===== src/rtl/dual_thread_fetch_buffer_pkg.sv =====
// Shared types and constants for the dual-thread fetch buffer.
package dual_thread_fetch_buffer_pkg;

   localparam int unsigned InstWidth = 32;
   localparam int unsigned TidWidth  = 1;
   localparam logic [31:0] PcIncr    = 32'd4;

   typedef logic [TidWidth-1:0] tid_t;

   // One queued fetch: the PC it was fetched from and the returned word.
   typedef struct packed {
      logic [31:0]          pc;
      logic [InstWidth-1:0] inst;
   } fq_entry_t;

endpackage


===== src/rtl/dual_thread_fetch_buffer_fetch_queue.sv =====
// Per-thread instruction FIFO with push, pop, flush and occupancy count.
// Flush wins over a push or pop in the same cycle. Head reads as zero when empty.
module dual_thread_fetch_buffer_fetch_queue
   import dual_thread_fetch_buffer_pkg::*;
#(
   parameter int unsigned DEPTH = 4
) (
   input  logic                       clk,
   input  logic                       rst_n,
   input  logic                       push,
   input  fq_entry_t                  push_data,
   input  logic                       pop,
   input  logic                       flush,
   output logic [$clog2(DEPTH):0]     cnt,
   output fq_entry_t                  head
);

   localparam int unsigned PtrW = $clog2(DEPTH);
   localparam int unsigned CntW = PtrW + 1;

   fq_entry_t             mem_q [DEPTH];
   logic [PtrW-1:0]       wr_ptr_q;
   logic [PtrW-1:0]       rd_ptr_q;
   logic [CntW-1:0]       cnt_q;

   // Storage array; contents are don't-care until written, so no reset.
   always_ff @(posedge clk) begin
      if (push && !flush) begin
         mem_q[wr_ptr_q] <= push_data;
      end
   end

   // Pointer and occupancy bookkeeping.
   always_ff @(posedge clk or negedge rst_n) begin
      if (!rst_n) begin
         wr_ptr_q <= '0;
         rd_ptr_q <= '0;
         cnt_q    <= '0;
      end else if (flush) begin
         wr_ptr_q <= '0;
         rd_ptr_q <= '0;
         cnt_q    <= '0;
      end else begin
         if (push) begin
            wr_ptr_q <= wr_ptr_q + 1'b1;
         end
         if (pop) begin
            rd_ptr_q <= rd_ptr_q + 1'b1;
         end
         if (push && !pop) begin
            cnt_q <= cnt_q + 1'b1;
         end else if (pop && !push) begin
            cnt_q <= cnt_q - 1'b1;
         end
      end
   end

   // Head presentation, masked to zero while empty.
   always_comb begin
      cnt  = cnt_q;
      head = '0;
      if (cnt_q != '0) begin
         head = mem_q[rd_ptr_q];
      end
   end

endmodule


===== src/rtl/dual_thread_fetch_buffer.sv =====
// Two-thread fetch stage: per-thread PC and queue, round-robin sharing of one
// synchronous instruction-memory port, and head-of-queue presentation to decode.
// Optional build macro FETCH_PERF_CNT_EN adds saturating starve0/starve1 counters.
module dual_thread_fetch_buffer
   import dual_thread_fetch_buffer_pkg::*;
#(
   parameter int unsigned DEPTH     = 4,
   parameter logic [31:0] RESET_PC0 = 32'h0000_0000,
   parameter logic [31:0] RESET_PC1 = 32'h0000_1000
) (
   input  logic        clk,
   input  logic        rst_n,
   input  logic        en,
   input  logic        dt,
   input  logic        br_vld,
   input  logic        br_thread,
   input  logic [31:0] br_target,
   output logic        imem_req,
   output logic [31:0] imem_addr,
   input  logic [31:0] imem_rdata,
   output logic        fasmds0,
   output logic        fasmds1,
   output logic [31:0] d_inst,
   output logic [31:0] d_pc
`ifdef FETCH_PERF_CNT_EN
   ,
   output logic [15:0] starve0,
   output logic [15:0] starve1
`endif
);

   localparam int unsigned CntW  = $clog2(DEPTH) + 1;
   localparam logic [CntW-1:0] DepthC = CntW'(DEPTH);

   logic [31:0]     pc0_q, pc1_q;
   logic            rr_q;
   logic            rsp_vld_q;
   tid_t            rsp_thread_q;
   logic [31:0]     rsp_pc_q;

   logic [CntW-1:0] cnt0, cnt1;
   fq_entry_t       head0, head1;
   fq_entry_t       push_entry;

   logic            redir, redir0, redir1;
   logic            inflight0, inflight1;
   logic            elig0, elig1;
   logic            gnt_vld, gnt_thread;
   logic            push_ok, push0, push1;
   logic            pop0, pop1;
   logic            unused_tgt;

   // Redirect, credit and push/pop qualification.
   always_comb begin
      redir     = en & br_vld;
      redir0    = redir & ~br_thread;
      redir1    = redir & br_thread;
      inflight0 = rsp_vld_q & (rsp_thread_q == 1'b0);
      inflight1 = rsp_vld_q & (rsp_thread_q == 1'b1);
      // A thread being redirected never requests in the same cycle.
      elig0     = en & ((cnt0 + CntW'(inflight0)) < DepthC) & ~(br_vld & ~br_thread);
      elig1     = en & ((cnt1 + CntW'(inflight1)) < DepthC) & ~(br_vld & br_thread);
      // A redirect kills the response of its own thread that lands this cycle.
      push_ok   = rsp_vld_q & ~(redir & (br_thread == rsp_thread_q));
      push0     = push_ok & (rsp_thread_q == 1'b0);
      push1     = push_ok & (rsp_thread_q == 1'b1);
      pop0      = en & ~dt & fasmds0;
      pop1      = en & dt & fasmds1;
   end

   // Round-robin grant of the memory port; held off while in reset.
   always_comb begin
      gnt_vld    = 1'b0;
      gnt_thread = 1'b0;
      if (rst_n) begin
         if (elig0 && elig1) begin
            gnt_vld    = 1'b1;
            gnt_thread = rr_q;
         end else if (elig0) begin
            gnt_vld    = 1'b1;
            gnt_thread = 1'b0;
         end else if (elig1) begin
            gnt_vld    = 1'b1;
            gnt_thread = 1'b1;
         end
      end
      imem_req  = gnt_vld;
      imem_addr = '0;
      if (gnt_vld) begin
         imem_addr = gnt_thread ? pc1_q : pc0_q;
      end
   end

   // Program counters and round-robin pointer.
   always_ff @(posedge clk or negedge rst_n) begin
      if (!rst_n) begin
         pc0_q <= RESET_PC0;
         pc1_q <= RESET_PC1;
         rr_q  <= 1'b0;
      end else begin
         if (gnt_vld) begin
            rr_q <= ~gnt_thread;
         end
         if (redir0) begin
            pc0_q <= {br_target[31:2], 2'b00};
         end else if (gnt_vld && !gnt_thread) begin
            pc0_q <= pc0_q + PcIncr;
         end
         if (redir1) begin
            pc1_q <= {br_target[31:2], 2'b00};
         end else if (gnt_vld && gnt_thread) begin
            pc1_q <= pc1_q + PcIncr;
         end
      end
   end

   // Outstanding-request tracking for the one-cycle memory latency.
   always_ff @(posedge clk or negedge rst_n) begin
      if (!rst_n) begin
         rsp_vld_q    <= 1'b0;
         rsp_thread_q <= '0;
         rsp_pc_q     <= '0;
      end else begin
         rsp_vld_q <= gnt_vld;
         if (gnt_vld) begin
            rsp_thread_q <= gnt_thread;
            rsp_pc_q     <= imem_addr;
         end
      end
   end

   assign push_entry = '{pc: rsp_pc_q, inst: imem_rdata};
   assign unused_tgt = ^br_target[1:0];

   dual_thread_fetch_buffer_fetch_queue #(
      .DEPTH (DEPTH)
   ) u_queue0 (
      .clk       (clk),
      .rst_n     (rst_n),
      .push      (push0),
      .push_data (push_entry),
      .pop       (pop0),
      .flush     (redir0),
      .cnt       (cnt0),
      .head      (head0)
   );

   dual_thread_fetch_buffer_fetch_queue #(
      .DEPTH (DEPTH)
   ) u_queue1 (
      .clk       (clk),
      .rst_n     (rst_n),
      .push      (push1),
      .push_data (push_entry),
      .pop       (pop1),
      .flush     (redir1),
      .cnt       (cnt1),
      .head      (head1)
   );

   // Decode-facing outputs: availability flags and head of the selected queue.
   always_comb begin
      fasmds0 = (cnt0 != '0);
      fasmds1 = (cnt1 != '0);
      d_inst  = dt ? head1.inst : head0.inst;
      d_pc    = dt ? head1.pc   : head0.pc;
   end

`ifdef FETCH_PERF_CNT_EN
   logic [15:0] starve0_q, starve1_q;

   // Saturating count of enabled cycles spent with an empty, unredirected queue.
   always_ff @(posedge clk or negedge rst_n) begin
      if (!rst_n) begin
         starve0_q <= '0;
         starve1_q <= '0;
      end else begin
         if (en && (cnt0 == '0) && !(br_vld && !br_thread) && (starve0_q != 16'hFFFF)) begin
            starve0_q <= starve0_q + 16'd1;
         end
         if (en && (cnt1 == '0) && !(br_vld && br_thread) && (starve1_q != 16'hFFFF)) begin
            starve1_q <= starve1_q + 16'd1;
         end
      end
   end

   assign starve0 = starve0_q;
   assign starve1 = starve1_q;
`endif

endmodule


===== config.mk =====
export PLATFORM = sky130hd
export DESIGN_NAME = dual_thread_fetch_buffer
export DESIGN_NICKNAME = d
export VERILOG_FILES = /design/src/rtl/dual_thread_fetch_buffer_pkg.sv /design/src/rtl/dual_thread_fetch_buffer_fetch_queue.sv /design/src/rtl/dual_thread_fetch_buffer.sv
export SDC_FILE = /design/constraint.sdc
export NUM_CORES = 1
export LEC_CHECK = 0
export CAP_MARGIN = 0
export CORE_ASPECT_RATIO = 1.5
export CORE_MARGIN = 5
export CORE_UTILIZATION = 54
export DETAILED_ROUTE_END_ITERATION = 7
export MAX_ROUTING_LAYER = met4
export PLACE_DENSITY = 0.77
export SKIP_CTS_REPAIR_TIMING = 1
export SLEW_MARGIN = 0
export SYNTH_ARGS = -nofsm -noshare
export SYNTH_HDL_FRONTEND = slang
export SYNTH_HIERARCHICAL = 1
export SYNTH_SLANG_ARGS = --single-unit

===== constraint.sdc =====
create_clock -name clk -period 3.05 [get_ports clk]
set_clock_uncertainty 0.05 [all_clocks]
set_input_delay 0.7625 -clock clk [delete_from_list [all_inputs] [get_ports clk]]
set_output_delay 0.7625 -clock clk [all_outputs]
set_load 0.005 [all_outputs]

==> flow_summary.yaml, run 1 <==
synthesis:
  syn_inst: 1551
  synth_area_mm2: 0.02619
  yosys.area.top_type: "edfxtp_1"
  synth.area.top_cells: "edfxtp_1 (59%), mux4_2 (11%), dfrtp_1 (10%)"
  synth-seq-area-share: 0.6892
  ys_async_sr_fraction: 0.1729
  yosysUniqueCellTypes: 69
  yosys_most_used_dff: "edfxtp_1"
  synth_area_per_cell_um2: 16.89
  yosysTopAreaCellShare: 0.5870
  yosys_warnings: 6
  yosys_register_bits: 619
  synth_edf_count: 512
detailed_routing:
  via_per_inst: 6.178
  drc: 0
  drtIter0Drc: 1498
  dr.pass1.iters: 5
  drtAntennaViolNets: 0
  drt_wl_total_um: 73810
  routedWlPerCell_um: 28.18
  vias: 16181
timing:
  fin_crit_sh: 1.135
  grt_setup_unrepaired: "true"
  final.min_clock_period_ns: 3.463
  max_freq_ghz: 0.2888
  setup_viol: 94
  worstMarginPinSlew_ns: 0.7956
  hold_viol_final: 0
  slew_violations: 0
  fin_setup_tns_ns: -25.85
  slew_headroom: 0.4696
  setup_ws_ns: -0.4128
pwr:
  pwr-share-seq: 0.389
  pwr-share-comb: 0.386
  switching_share: 0.3070
  p_int_uw: 20830
  p_sw_uw: 9229
  clkPwrFrac: 0.224
  ir_drop_v: 0.0005440
  p_per_area_mw_per_mm2: 890.2
  p_leak_uw: 0.01270
flow_run:
  drv_cap: 0
worst_setup_path:
  slowest_stage: "dfrtp_4"
  critical-path-max-stage-delay_ns: 0.57
  r2r-end: "pc1_q[9]"
  reg2regPathDepth: 14
  crit_end: "d_inst[8]"
  arrival_ns: 2.65
  cp-end-kind: "output pin"
  start_kind: "register"
  reg2reg_slack_ns: 0.12
  worstPathMaxFanout: 7
  worstSetupPathType: "reg2out"
  crit_start: "u_queue1/rd_ptr_q[0]"
  crit_chain: "buf_12 -> buf_6 -> clkbuf_16 -> buf_8 -> mux4_2 -> nor2b_4 -> mux2_4 -> clkbuf_2"
  cp_data_required_time_ns: 2.24
  r2r-start: "rsp_thread_q"
global_routing:
  grt_max_degree: 57
  grt_usage: 0.2597
  grt_pass1_vias: 16386
  antenna_found_initial: 1
  grt_pass1_wl_um: 101100
  gr-total-overflow: 0
clock_tree:
  path_clk_slew_ns: 0.07
  cts_root_buffer: "clkbuf_16"
  cts.sinks: 619
  cts_buffers: 54
  cts_max_path_buffers: 3
  cts.htree.levels: 2
  cts_tree: "done"
  clock_latency_ns: 0.58
status:
  run_status: "finished, violations left"
  failed_checks: "negative setup slack"
place:
  dp.cells: 2411
  dp_hpwl_um: 43680
  io_buffers: 164
  preCtsSetupSlack_ns: -0.6513
  place.gp.congestion: 0.9648
die:
  io_pins: 169
  die_w_um: 189.8
  die_y_um: 279.7
  initial_utilization: 0.5422
  core_mm2: 0.04831
  die_area_mm2: 0.05310
  rows: 99
final_layout:
  post_route_cells_drive_above_1_share: 0.3588
  mostFrequentLayoutCells: "edfxtp_1 (512), buf_4 (145), mux4_2 (128)"
  layout_commonest_cell: "edfxtp_1"
  nets: 2051
  final_cells: 2619
  area_growth_pct: 28.92
worst_hold_path:
  holdCritPathClass: "in2async"
## worst max-delay path, delay by kind of cell, from the launching register on
| family | cells | cell delay [ns] |
|---|---|---|
| multiplexers | 2 | 0.68 |
| buffers and inverters | 5 | 0.67 |
| flip-flops | 1 | 0.57 |
| AND/OR/NAND/NOR | 1 | 0.14 |
## how the worst min path moves through the flow
| stage | to | cells after the start |
|---|---|---|
| CTS | pc0_q[24] | 2 |
| global route | pc1_q[21] | 2 |
| global placement | pc0_q[31] | 1 |
| finish | pc0_q[24] | 2 |
| detailed placement | pc0_q[31] | 1 |
| floorplan | pc0_q[10] | 0 |
## cells in the mapped netlist, drive strengths merged, types with 2 or more instances
cell      n
o31ai     3
a22o     20
o21a      2
nor2     38
clkbuf   43
or3       8
nor3     14
dfrtp   106
xnor2    11
a31oi     5
nand4    21
and3     15
ha       12
buf      47
nor2b   130
mux2     64
a211o     2
nand2    86
mux2i     2
a32oi     4
edfxtp  512
inv      24
nor4     10
a221o     3
a21oi    24
or2       4
nand3    24
nand4b    2
o21ai    54
and2     21
fa        2
nor3b     2
o311ai   18
xor2     12
o211ai   15
or4       2
mux4    128
and4      8
a22oi     4
a21o     35
## per-layer routing
layer	global-route usage	share of wire	routed length [um]	vias up
met5	-	0	0	-
met4	0.08667	0.049	3610	0
met1	0.3111	0.36	26360	8371
met2	0.4604	0.54	39800	728
met3	0.03042	0.055	4041	189
li1	-	-	-	6893
## flip-flops by register name, indices dropped and copies added, names as in the netlist
register / flops
u_queue0/wr_ptr_q: 2
u_queue1/cnt: 3
rsp_vld_q: 1
u_queue0/cnt: 3
u_queue1/wr_ptr_q: 2
u_queue0/rd_ptr_q: 2
u_queue0/mem_q: 256
u_queue1/mem_q: 256
rsp_pc_q: 30
rsp_thread_q: 1
pc0_q: 30
u_queue1/rd_ptr_q: 2
pc1_q: 30
rr_q: 1
## power by group through the flow
stage	Sequential (uW)	Clock [uW]	Combinational [uW]
6_report	11700	6740	11600
3_5_place_dp	11800	0	9080
4_1_cts	11700	6830	9200
2_1_floorplan	11300	0	5100
3_3_place_gp	11700	0	8940
5_1_grt	11800	7220	12200
## layout make-up
type                       count  area [um^2]
antenna                        1        2.502
clock buffer                  66         1458
clock inverter                35        292.8
fill                        2998        14540
inverter                      25        93.84
multi-input combinational    835         8342
sequential                   619        18070
tap                          606        758.2
timing repair buffer         432         4753
## stage by stage
step / area (um^2) / util / hold WS, ns / total power (uW)
finish: 33770 / 0.6990 / 0.3395 / 30060
floorplan: 26270 / - / 0.4169 / 16420
global placement: 30020 / 0.6214 / 0.4551 / 20660
global route: 33770 / 0.6990 / 0.4044 / 31260
detailed placement: 30020 / 0.6214 / 0.4674 / 20890
CTS: 31770 / 0.6576 / 0.3622 / 27690
## logic make-up after synthesis
| family | after synthesis | synth area share |
|---|---|---|
| AO/OA/AOI/OAI | 195 | 0.05092 |
| XOR/XNOR | 23 | 0.008407 |
| adder cells (fa/ha/maj) | 14 | 0.007260 |
| buffers and inverters | 115 | 0.02212 |
| flip-flops | 619 | 0.6892 |
| multiplexers | 194 | 0.1383 |
| other | 1 | 0.0001432 |
| AND/OR/NAND/NOR | 390 | 0.08359 |
No activity file was read; power rests on OpenSTA's default activity.
==> run 2, diff against run 1 <==
--- a/config.mk
+++ b/config.mk
@@ -9,12 +9,11 @@
 export CORE_ASPECT_RATIO = 1.5
 export CORE_MARGIN = 5
-export CORE_UTILIZATION = 54
+export CORE_UTILIZATION = 53
 export DETAILED_ROUTE_END_ITERATION = 7
 export MAX_ROUTING_LAYER = met4
-export PLACE_DENSITY = 0.77
+export PLACE_DENSITY = 0.76
 export SKIP_CTS_REPAIR_TIMING = 1
 export SLEW_MARGIN = 0
 export SYNTH_ARGS = -nofsm -noshare
 export SYNTH_HDL_FRONTEND = slang
-export SYNTH_HIERARCHICAL = 1
 export SYNTH_SLANG_ARGS = --single-unit
==> constraint.sdc (replaced) <==
create_clock -name clk -period 3.05 [get_ports clk]
set_clock_uncertainty 0.05 [all_clocks]
set_input_delay 0.61 -clock clk [delete_from_list [all_inputs] [get_ports clk]]
set_output_delay 0.61 -clock clk [all_outputs]
set_load 0.005 [all_outputs]
==> flow_summary.yaml, run 2 <==
pwr:
  p_int_uw: 18430
  p_per_area_mw_per_mm2: 833.2
  pwr-share-comb: 0.308
  p_leak_uw: 0.01171
  p_sw_uw: 7646
  ir_drop_v: 0.0005730
  switching_share: 0.2932
  clkPwrFrac: 0.256
  pwr-share-seq: 0.437
synthesis:
  netlist_top_cells_count: "edfxtp_1 (496), mux4_2 (124), dfrtp_1 (106)"
  synth_edf_count: 496
  synth-seq-area-share: 0.7092
  yosysTopAreaCellShare: 0.6011
  ys_async_sr_fraction: 0.1774
  yosysMostFrequentCell: "edfxtp_1"
  synth.area.top_cells: "edfxtp_1 (60%), mux4_2 (11%), dfrtp_1 (11%)"
  yosysUniqueCellTypes: 68
  synth_area_per_cell_um2: 17.44
  yosys_register_bits: 603
  yosys.area.top_type: "edfxtp_1"
  synth_area_mm2: 0.02478
  syn_inst: 1421
  yosys_warnings: 0
  yosys_most_used_dff: "edfxtp_1"
die:
  die_area_mm2: 0.05126
  initial_utilization: 0.5330
  die_y_um: 274.8
  io_pins: 169
  die_w_um: 186.5
  rows: 97
  core_mm2: 0.04648
clock_tree:
  cts.sinks: 603
  cts_max_path_buffers: 3
  cts.htree.levels: 2
  cts_root_buffer: "clkbuf_16"
  cts_buffers: 53
  cts_tree: "done"
  clock_latency_ns: 0.59
  path_clk_slew_ns: 0.07
final_layout:
  mostFrequentLayoutCells: "edfxtp_1 (496), buf_4 (145), mux4_2 (124)"
  reg_top3: "u_queue0.mem_q (248), u_queue1.mem_q (248)"
  postLayoutCellArea_mm2: 0.03130
  layout_commonest_cell: "edfxtp_1"
  area_growth_pct: 26.32
  n_fill_cell: 3001
  multiInputGateArea_mm2: 0.007013
  nets: 1865
  post_route_cells_drive_above_1_share: 0.3038
  final-seq-area_mm2: 0.01759
global_routing:
  gr-total-overflow: 0
  grt_max_degree: 83
  grt_pass1_wl_um: 92530
  antenna_found_initial: 1
  grt_usage: 0.2411
  grt_pass1_vias: 15213
place:
  post_dp_cell_area_mm2: 0.02838
  io_buffers: 162
  place.gp.congestion: 0.9290
  dp_hpwl_um: 39750
worst_setup_path:
  slowest_stage: "dfrtp_1"
  arrival_ns: 2.68
  worstPathMaxFanout: 7
  crit_chain: "and4b_2 -> mux2_4 -> nor3_4 -> buf_12 -> buf_8 -> buf_6 -> clkbuf_16 -> a22o_1 -> clkbuf_2"
  start_kind: "register"
  worstSetupPathType: "reg2out"
  critPathBufInv: 5
  cp_data_required_time_ns: 2.39
  critical-path-max-stage-delay_ns: 0.37
  cpLargestDelayFamily: "buffers and inverters"
  cp-end-kind: "output pin"
timing:
  setup_viol: 44
  slew_headroom: 0.2572
  grt_setup_unrepaired: "true"
  worstMarginPinSlew_ns: 1.114
  hold_viol_final: 0
  setup_ws_ns: -0.2923
  fin_crit_sh: 1.096
  final.min_clock_period_ns: 3.342
  slew_violations: 0
  max_freq_ghz: 0.2992
  hold_slack_ns: 0.03065
status:
  run_status: "finished, violations left"
  failed_checks: "negative setup slack"
worst_hold_path:
  holdCritPathClass: "in2async"
detailed_routing:
  routedWlPerCell_um: 27.58
  dr.pass1.iters: 5
  via_per_inst: 6.326
  drt_wl_total_um: 66820
  drtAntennaViolNets: 0
  vias: 15327
  drtIter0Drc: 1424
  drc: 0
flow_run:
  drv_cap: 0
## run 2: changes by cell type after synthesis, sizes merged, moves of 16 or more
cell,delta
nor2b,-129
a22o,+69
mux2,-56
nand3,+40
o21ai,-35
nand2,-24
buf,-19
clkbuf,+16
edfxtp,-16
o311ai,-16
## run 2: power by group through the flow
stage	clock (uW)	sequential (uW)	combinational, uW
CTS	6740	11400	7140
floorplan	0	11000	3970
global placement	0	11400	6970
detailed placement	0	11500	7100
global route	7130	11500	8550
finish	6670	11400	8020
## run 2: layer usage
layer / routed length (um) / vias to the layer above / GRT usage
met4: 3000 / 0 / 0.08922
met1: 23940 / 7930 / 0.2903
met2: 36100 / 728 / 0.4213
met3: 3779 / 156 / 0.03097
met5: 0 / - / -
li1: - / 6513 / -
## run 2: cell families after synthesis
group | Yosys count | synth area share
and+or+nand+nor | 302 | 0.06418
adders and majority gates | 12 | 0.006666
xor gates and xnor gates | 21 | 0.007423
AOI/OAI and AO/OA | 226 | 0.07236
muxes | 143 | 0.1211
DFF | 603 | 0.7092
buffers and inverters | 113 | 0.01889
other | 1 | 0.0001513
## run 2: final cells by class
class / instances / area share
sequential: 603 / 0.5619
inverter: 26 / 0.003118
antenna: 2 / 0.0001599
timing repair buffer: 391 / 0.1316
clock inverter: 31 / 0.009274
multi-input combinational: 708 / 0.2241
clock buffer: 68 / 0.04613
tap: 594 / 0.02374
## run 2: stage by stage
step           worst slack (ns)  TNS [ns]  instances  power, uW  utilization
6_report                -0.2923    -6.680       2423      26080       0.6734
5_1_grt                 -0.3942    -10.79       2423      27160       0.6734
4_1_cts                 -0.6441    -37.72       2334      25260       0.6478
3_5_place_dp            -0.5660    -17.26       2235      18640       0.6105
3_3_place_gp            -0.5174    -15.53       2235      18420       0.6105
2_1_floorplan            0.2898         0       1424      15000            -
## run 2: worst register-to-register path, delay by kind of cell (launching register included)
kind / cells / cell delay [ns]
buffers and inverters: 7 / 0.94
muxes: 2 / 0.69
AOI/OAI and AO/OA: 2 / 0.53
DFF: 1 / 0.37
and+or+nand+nor: 1 / 0.37
## run 2: final timing paths
kind                                       from              endpoint  slack, ns  cells past startpoint
min in group clk                          rst_n             rsp_vld_q       0.40                      5
setup / recovery                   rsp_thread_q         imem_addr[10]      -0.29                      9
hold reg to reg            u_queue1.wr_ptr_q[1]  u_queue1.wr_ptr_q[1]       0.53                      2
hold / removal                            rst_n       u_queue1.cnt[0]       0.03                      2
max in group asynchronous                 rst_n  u_queue1.rd_ptr_q[1]       1.86                      2
setup reg to reg                   rsp_thread_q              pc0_q[8]          0                     12
